===== config.mk =====
export PLATFORM = sky130hd
export DESIGN_NAME = exec_trace_buffer_flat
export DESIGN_NICKNAME = d
export VERILOG_FILES = /design/src/rtl/exec_trace_buffer_pkg.sv /design/src/rtl/exec_trace_buffer_if.sv /design/src/rtl/exec_trace_buffer_ram.sv /design/src/rtl/exec_trace_buffer.sv /design/src/flat_wrapper.sv
export SDC_FILE = /design/constraint.sdc
export NUM_CORES = 1
export LEC_CHECK = 0
export ABC_AREA = 1
export CELL_PAD_IN_SITES_DETAIL_PLACEMENT = 1
export CELL_PAD_IN_SITES_GLOBAL_PLACEMENT = 2
export CORE_MARGIN = 2
export CORE_UTILIZATION = 40
export CTS_CLUSTER_DIAMETER = 80
export DETAILED_ROUTE_END_ITERATION = 8
export PLACE_DENSITY_LB_ADDON = 0.08
export SLEW_MARGIN = 5
export SYNTH_ARGS = -nofsm -noshare
export SYNTH_HDL_FRONTEND = slang
export SYNTH_SLANG_ARGS = --single-unit

===== constraint.sdc =====
create_clock -name clk -period 5.8 [get_ports clk]
set_clock_uncertainty 0.05 [all_clocks]
set_input_delay 1.16 -clock clk [delete_from_list [all_inputs] [get_ports clk]]
set_output_delay 1.16 -clock clk [all_outputs]
set_load 0.05 [all_outputs]

===== src/rtl/exec_trace_buffer_pkg.sv =====
// Shared types for the commit-trace buffer: FSM encoding, capture modes
// and the packed trace entry layout.
package trace_pkg;

    localparam int XLEN = 32;
    localparam int IW   = 32;
    localparam int RAW  = 3;

    localparam logic MODE_FREE = 1'b0;
    localparam logic MODE_TRIG = 1'b1;

    typedef enum logic [1:0] {
        ST_IDLE  = 2'd0,
        ST_ARMED = 2'd1,
        ST_POST  = 2'd2,
        ST_DONE  = 2'd3
    } state_t;

    typedef struct packed {
        logic [XLEN-1:0] pc;
        logic [IW-1:0]   instr;
        logic            rd_we;
        logic [RAW-1:0]  rd;
        logic [XLEN-1:0] rd_data;
    } trace_entry_t;

endpackage


===== src/rtl/exec_trace_buffer_if.sv =====
// Commit stream in, drained entries out. master = datapath/consumer side,
// slave = the trace buffer.
interface trace_if
    import trace_pkg::*;
();

    logic            commit_valid;
    logic [XLEN-1:0] commit_pc;
    logic [IW-1:0]   commit_instr;
    logic            commit_rd_we;
    logic [RAW-1:0]  commit_rd;
    logic [XLEN-1:0] commit_rd_data;

    logic            out_valid;
    logic            out_ready;
    logic [XLEN-1:0] out_pc;
    logic [IW-1:0]   out_instr;
    logic            out_rd_we;
    logic [RAW-1:0]  out_rd;
    logic [XLEN-1:0] out_rd_data;

    modport master (
        output commit_valid, commit_pc, commit_instr,
               commit_rd_we, commit_rd, commit_rd_data,
        output out_ready,
        input  out_valid, out_pc, out_instr, out_rd_we, out_rd, out_rd_data
    );

    modport slave (
        input  commit_valid, commit_pc, commit_instr,
               commit_rd_we, commit_rd, commit_rd_data,
        input  out_ready,
        output out_valid, out_pc, out_instr, out_rd_we, out_rd, out_rd_data
    );

endinterface


===== src/rtl/exec_trace_buffer_ram.sv =====
// Trace entry storage: one synchronous write port, one combinational read port.
// Contents are intentionally not reset.
module trace_ram
    import trace_pkg::*;
#(
    parameter int DEPTH = 16
) (
    input  logic                     clk,
    input  logic                     we,
    input  logic [$clog2(DEPTH)-1:0] waddr,
    input  trace_entry_t             wdata,
    input  logic [$clog2(DEPTH)-1:0] raddr,
    output trace_entry_t             rdata
);

    trace_entry_t mem [DEPTH];

    always_ff @(posedge clk) begin
        if (we) mem[waddr] <= wdata;
    end

    assign rdata = mem[raddr];

endmodule


===== src/rtl/exec_trace_buffer.sv =====
// Commit-trace capture: free-run fill-once or PC-triggered circular capture
// with post-trigger window, drained oldest-first over a valid/ready port.
module exec_trace_buffer
    import trace_pkg::*;
#(
    parameter int DEPTH     = 16,
    parameter int POST_TRIG = 8
) (
    input  logic                   clk,
    input  logic                   reset,
    input  logic                   arm,
    input  logic                   mode,
    input  logic [XLEN-1:0]        trig_pc,
    trace_if.slave                 bus,
    output logic [1:0]             state,
    output logic [$clog2(DEPTH):0] count,
    output logic                   triggered,
    output logic                   overflow
);

    localparam int AW = $clog2(DEPTH);
    localparam int CW = AW + 1;
    localparam logic [CW-1:0] FULL      = CW'(DEPTH);
    localparam logic [CW-1:0] LAST      = CW'(DEPTH - 1);
    localparam logic [AW-1:0] POST_INIT = AW'(POST_TRIG);

    state_t          st;
    logic [CW-1:0]   cnt;
    logic [AW-1:0]   wr_ptr;
    logic [AW-1:0]   rd_ptr;
    logic [AW-1:0]   post;
    logic            trig_q;
    logic            ovf_q;
    logic            mode_q;
    logic [XLEN-1:0] trig_pc_q;

    logic            capturing;
    logic            we;
    logic            hit;
    logic            pop;
    trace_entry_t    wentry;
    trace_entry_t    rentry;

    assign capturing = (st == ST_ARMED) || (st == ST_POST);
    assign we        = capturing && bus.commit_valid && !arm;
    assign hit       = (mode_q == MODE_TRIG) && (bus.commit_pc == trig_pc_q);
    assign pop       = bus.out_valid && bus.out_ready && !arm;

    // The oldest entry sits count slots behind the write pointer; this also
    // advances naturally as count drops during drain.
    assign rd_ptr = wr_ptr - cnt[AW-1:0];

    always_ff @(posedge clk or negedge reset) begin
        if (!reset) begin
            st        <= ST_IDLE;
            cnt       <= '0;
            wr_ptr    <= '0;
            post      <= '0;
            trig_q    <= 1'b0;
            ovf_q     <= 1'b0;
            mode_q    <= MODE_FREE;
            trig_pc_q <= '0;
        end else if (arm) begin
            st        <= ST_ARMED;
            cnt       <= '0;
            wr_ptr    <= '0;
            post      <= '0;
            trig_q    <= 1'b0;
            ovf_q     <= 1'b0;
            mode_q    <= mode;
            trig_pc_q <= trig_pc;
        end else begin
            case (st)
                ST_ARMED, ST_POST: begin
                    if (bus.commit_valid) begin
                        wr_ptr <= wr_ptr + 1'b1;
                        if (cnt == FULL) ovf_q <= 1'b1;
                        else             cnt   <= cnt + 1'b1;

                        if (st == ST_ARMED) begin
                            if (mode_q == MODE_FREE) begin
                                if (cnt == LAST) st <= ST_DONE;
                            end else if (hit) begin
                                trig_q <= 1'b1;
                                post   <= POST_INIT;
                                st     <= (POST_TRIG == 0) ? ST_DONE : ST_POST;
                            end
                        end else begin
                            post <= post - 1'b1;
                            if (post == AW'(1)) st <= ST_DONE;
                        end
                    end
                end
                ST_DONE: begin
                    if (pop) begin
                        cnt <= cnt - 1'b1;
                        if (cnt == CW'(1)) st <= ST_IDLE;
                    end
                end
                default: ;
            endcase
        end
    end

    assign wentry = '{
        pc:      bus.commit_pc,
        instr:   bus.commit_instr,
        rd_we:   bus.commit_rd_we,
        rd:      bus.commit_rd,
        rd_data: bus.commit_rd_data
    };

    trace_ram #(.DEPTH(DEPTH)) u_ram (
        .clk   (clk),
        .we    (we),
        .waddr (wr_ptr),
        .wdata (wentry),
        .raddr (rd_ptr),
        .rdata (rentry)
    );

    assign bus.out_valid   = (st == ST_DONE) && (cnt != '0);
    assign bus.out_pc      = rentry.pc;
    assign bus.out_instr   = rentry.instr;
    assign bus.out_rd_we   = rentry.rd_we;
    assign bus.out_rd      = rentry.rd;
    assign bus.out_rd_data = rentry.rd_data;

    assign state     = st;
    assign count     = cnt;
    assign triggered = trig_q;
    assign overflow  = ovf_q;

    a_cnt_bound: assert property (@(posedge clk) disable iff (!reset) cnt <= FULL);
    a_valid_done: assert property (@(posedge clk) disable iff (!reset)
        bus.out_valid |-> (st == ST_DONE));

endmodule


===== src/flat_wrapper.sv =====
// flat-port wrapper written by rule: the top's interface ports become plain ports
module exec_trace_buffer_flat import trace_pkg::*;
#(
    parameter int DEPTH     = 16,
    parameter int POST_TRIG = 8
)
  (clk, reset, arm, mode, trig_pc, state, count, triggered, overflow, bus_commit_valid, bus_commit_pc, bus_commit_instr, bus_commit_rd_we, bus_commit_rd, bus_commit_rd_data, bus_out_ready, bus_out_valid, bus_out_pc, bus_out_instr, bus_out_rd_we, bus_out_rd, bus_out_rd_data);
  trace_if bus_i ();
  input  logic clk;
  input  logic reset;
  input  logic arm;
  input  logic mode;
  input  logic [XLEN-1:0] trig_pc;
  output logic [1:0] state;
  output logic [$clog2(DEPTH):0] count;
  output logic triggered;
  output logic overflow;
  input wire logic [$bits(bus_i.commit_valid)-1:0] bus_commit_valid;
  input wire logic [$bits(bus_i.commit_pc)-1:0] bus_commit_pc;
  input wire logic [$bits(bus_i.commit_instr)-1:0] bus_commit_instr;
  input wire logic [$bits(bus_i.commit_rd_we)-1:0] bus_commit_rd_we;
  input wire logic [$bits(bus_i.commit_rd)-1:0] bus_commit_rd;
  input wire logic [$bits(bus_i.commit_rd_data)-1:0] bus_commit_rd_data;
  input wire logic [$bits(bus_i.out_ready)-1:0] bus_out_ready;
  output wire logic [$bits(bus_i.out_valid)-1:0] bus_out_valid;
  output wire logic [$bits(bus_i.out_pc)-1:0] bus_out_pc;
  output wire logic [$bits(bus_i.out_instr)-1:0] bus_out_instr;
  output wire logic [$bits(bus_i.out_rd_we)-1:0] bus_out_rd_we;
  output wire logic [$bits(bus_i.out_rd)-1:0] bus_out_rd;
  output wire logic [$bits(bus_i.out_rd_data)-1:0] bus_out_rd_data;
  assign bus_i.commit_valid = bus_commit_valid;
  assign bus_i.commit_pc = bus_commit_pc;
  assign bus_i.commit_instr = bus_commit_instr;
  assign bus_i.commit_rd_we = bus_commit_rd_we;
  assign bus_i.commit_rd = bus_commit_rd;
  assign bus_i.commit_rd_data = bus_commit_rd_data;
  assign bus_i.out_ready = bus_out_ready;
  assign bus_out_valid = bus_i.out_valid;
  assign bus_out_pc = bus_i.out_pc;
  assign bus_out_instr = bus_i.out_instr;
  assign bus_out_rd_we = bus_i.out_rd_we;
  assign bus_out_rd = bus_i.out_rd;
  assign bus_out_rd_data = bus_i.out_rd_data;
  exec_trace_buffer #(.DEPTH(DEPTH), .POST_TRIG(POST_TRIG)) u_core (.clk(clk), .reset(reset), .arm(arm), .mode(mode), .trig_pc(trig_pc), .bus(bus_i), .state(state), .count(count), .triggered(triggered), .overflow(overflow));
endmodule

==> impl_metrics.ini <==
[outcome]
status = finished clean

[timing]
rsz0062_at_grt = yes
final_max_slew_viol_count = 0
finalCritPeriodShare_pct = 96.9
setup_viol = 0
fin_ws_ns = 0.180
period_needed_ns = 5.62
hold_violations = 0
max-slew-margin-rel_pct = 28.4
fmax_mhz = 178
tightest_slew_ns = 1.07

[placement]
port-buffer-count = 247
place_ws_ns = 0.587
dp.cells = 6899
routabilityCongestion = 0.713
dp_hpwl_um = 92700

[final_layout]
multi_input_area_mm2 = 0.0141
n_fill_cell = 16500
drive_gt1_share_pct = 15.1
layout.cells.non_filler = 7225
area_growth_pct = 15.5
final_util_pct = 46.5
layout.nets = 5032
mostFrequentLayoutCells = edfxtp_1 (1600), a21oi_1 (403), o211ai_1 (401)
mostFrequentLayoutCell = edfxtp_1
seq_area_mm2 = 0.0493

[logic_synthesis]
synth_edf_count = 1600
avgSynthCellArea_um2 = 14.5
syn_inst = 4626
synth_seq_cells = 1650
synthDistinctLibCells = 34
synth-async-reset-ratio_pct = 3.03
synth_fp_nets = 4782
ys.flop_type = edfxtp_1
synthesis.area_mm2 = 0.0672
yosysSeqAreaShare_pct = 73.4
ys.warnings.count = 0

[critical_path]
startpoint = u_core.wr_ptr[0]$_DFFE_PN0P_
critPathRequiredTime_ns = 4.59
r2r-start = u_core.state[0]$_DFFE_PN0P_
critPathKind = flop to primary output
cp-end-kind = primary output
crit_fanout = 123
cp-start-kind = flop
arrival_ns = 4.41

[routing]
avgRoutedWirePerCell_um = 25.4
dr.pass1.iters = 5
ant_nets = 0
drt-total-wl_um = 184000
viasPerCell = 5.37
drt_iter0_drc = 2526
drc = 0
via_count = 38800

[clock_network]
cts_tree = yes
h-tree-depth = 4
clockBufferDepth = 3
path_clk_slew_ns = 0.06
cts_root_buf = clkbuf_16
ctsHoldBuffers = 0
clk_latency_ns = 0.80
tritoncts.num_buffers = 178
cts.sinks = 1650

[die]
ios = 248
core-area_mm2 = 0.167
die-area_mm2 = 0.171
die_h_um = 414
start_util_pct = 40.2
die_w_um = 414
rows = 150

[global_routing]
grt_max_degree = 135
grt.overflow.total = 0
antenna_found_initial = 11
grt_pass1_vias = 40300
grt_usage_pct = 21.3
grt_pass1_wl_um = 268000

[run]
maxCapViolations = 0

[worst_hold_path]
worstHoldPathType = input pin to async pin
==> repair_timing <==
action / CTS / global route
endpoints found under the hold margin: 0 / 0
endpoints found under the setup margin: 81 / 18
resized for setup: 56 / 15
buffers inserted: 0 / 1
==> synthesized netlist by cell type (all sizes together) (2+ instances only) <==
cell	instances	area, um2
edfxtp	1600	48000
o21ai	547	2740
a21oi	403	2020
o211ai	401	3010
mux2i	400	4000
clkinv	329	1650
nand2	246	923
clkbuf	178	668
inv	142	533
buf	119	1120
nand3	109	546
dfrtp	50	1250
nor2	48	188
ha	17	213
xnor2	9	78.8
xor2	9	78.8
a31oi	4	25.0
nor3	4	25.0
nor4	3	18.8
o22ai	2	12.5
==> state kept, by name (all words and copies together) (netlist names) <==
name              cells
u_core.u_ram.mem   1600
u_core.trig_pc_q     32
u_core.count          5
u_core.post           4
u_core.wr_ptr         4
u_core.state          2
u_core.mode_q         1
u_core.overflow       1
u_core.triggered      1
==> layout make-up <==
cell class                      count  share of cell area, %
Timing Repair Buffer              367                   4.98
Clock inverter                    104                  0.846
Tap cell                         2204                   3.55
Antenna cell                        3                0.00967
Inverter                          471                   2.84
Sequential cell                  1650                   63.5
Multi-Input combinational cell   2208                   18.2
Clock buffer                      218                   6.07
==> cells by family (layout without fill, tap and decap cells) <==
logic type                 count (synthesis)  after routing  synth area share, %
DFF                                     1650           1650                 73.4
AOI/OAI and AO/OA                       1360           1360                 11.6
buffers and inverters                    768           1160                 5.91
and+or+nand+nor                          412            412                 2.55
muxes                                    400            400                 5.96
adders and majority gates                 18             18                0.346
xor gates and xnor gates                  18             18                0.235
other                                      0              3                    0
==> per-stage QoR <==
stage	hold slack (ns)	area, um2	TNS [ns]
floorplan	0.411	67200	-1466.01
global placement	0.426	72200	0
detailed placement	0.432	72200	0
CTS	0.412	77500	-0.0169
global route	0.469	77600	-0.0108
finish	0.438	77600	0
==> final timing paths <==
path / end / slack [ns] / cells after the start
max in group asynchronous: u_core.post[3]$_DFFE_PN0P_ / 4.78 / 2
setup reg to reg: u_core.u_ram.mem[11][68]$_DFFE_PP_ / 2.21 / 8
setup / recovery: bus_out_pc[22] / 0.18 / 9
hold reg to reg: u_core.trig_pc_q[24]$_DFFE_PN0P_ / 0.44 / 2
min in group clk: u_core.trig_pc_q[24]$_DFFE_PN0P_ / 0.44 / 2
hold / removal: u_core.trig_pc_q[22]$_DFFE_PN0P_ / 0.44 / 2
==> worst max-delay path, cell delays in order, from the launching register on <==
cell             delay, ns
dfrtp_1               0.39
inv_1                 0.14
ha_4                  0.19
fa_4                  1.01
inv_16                0.29
o211ai_1              0.28
nand3_1               0.12
o21ai_1               0.12
buf_4                 0.18
clkdlybuf4s50_1       0.82
==> metal layers <==
layer	share of wire, %	global-route usage, %	vias to the layer above
li1	-	-	17800
met1	46	29.7	20100
met2	48	34.9	686
met3	4.1	3.47	241
met4	1.9	5.03	2
met5	0.0071	0	-
Power is not shown: default switching activity piles up to over one toggle a cycle in this logic, so the estimate is an artifact.
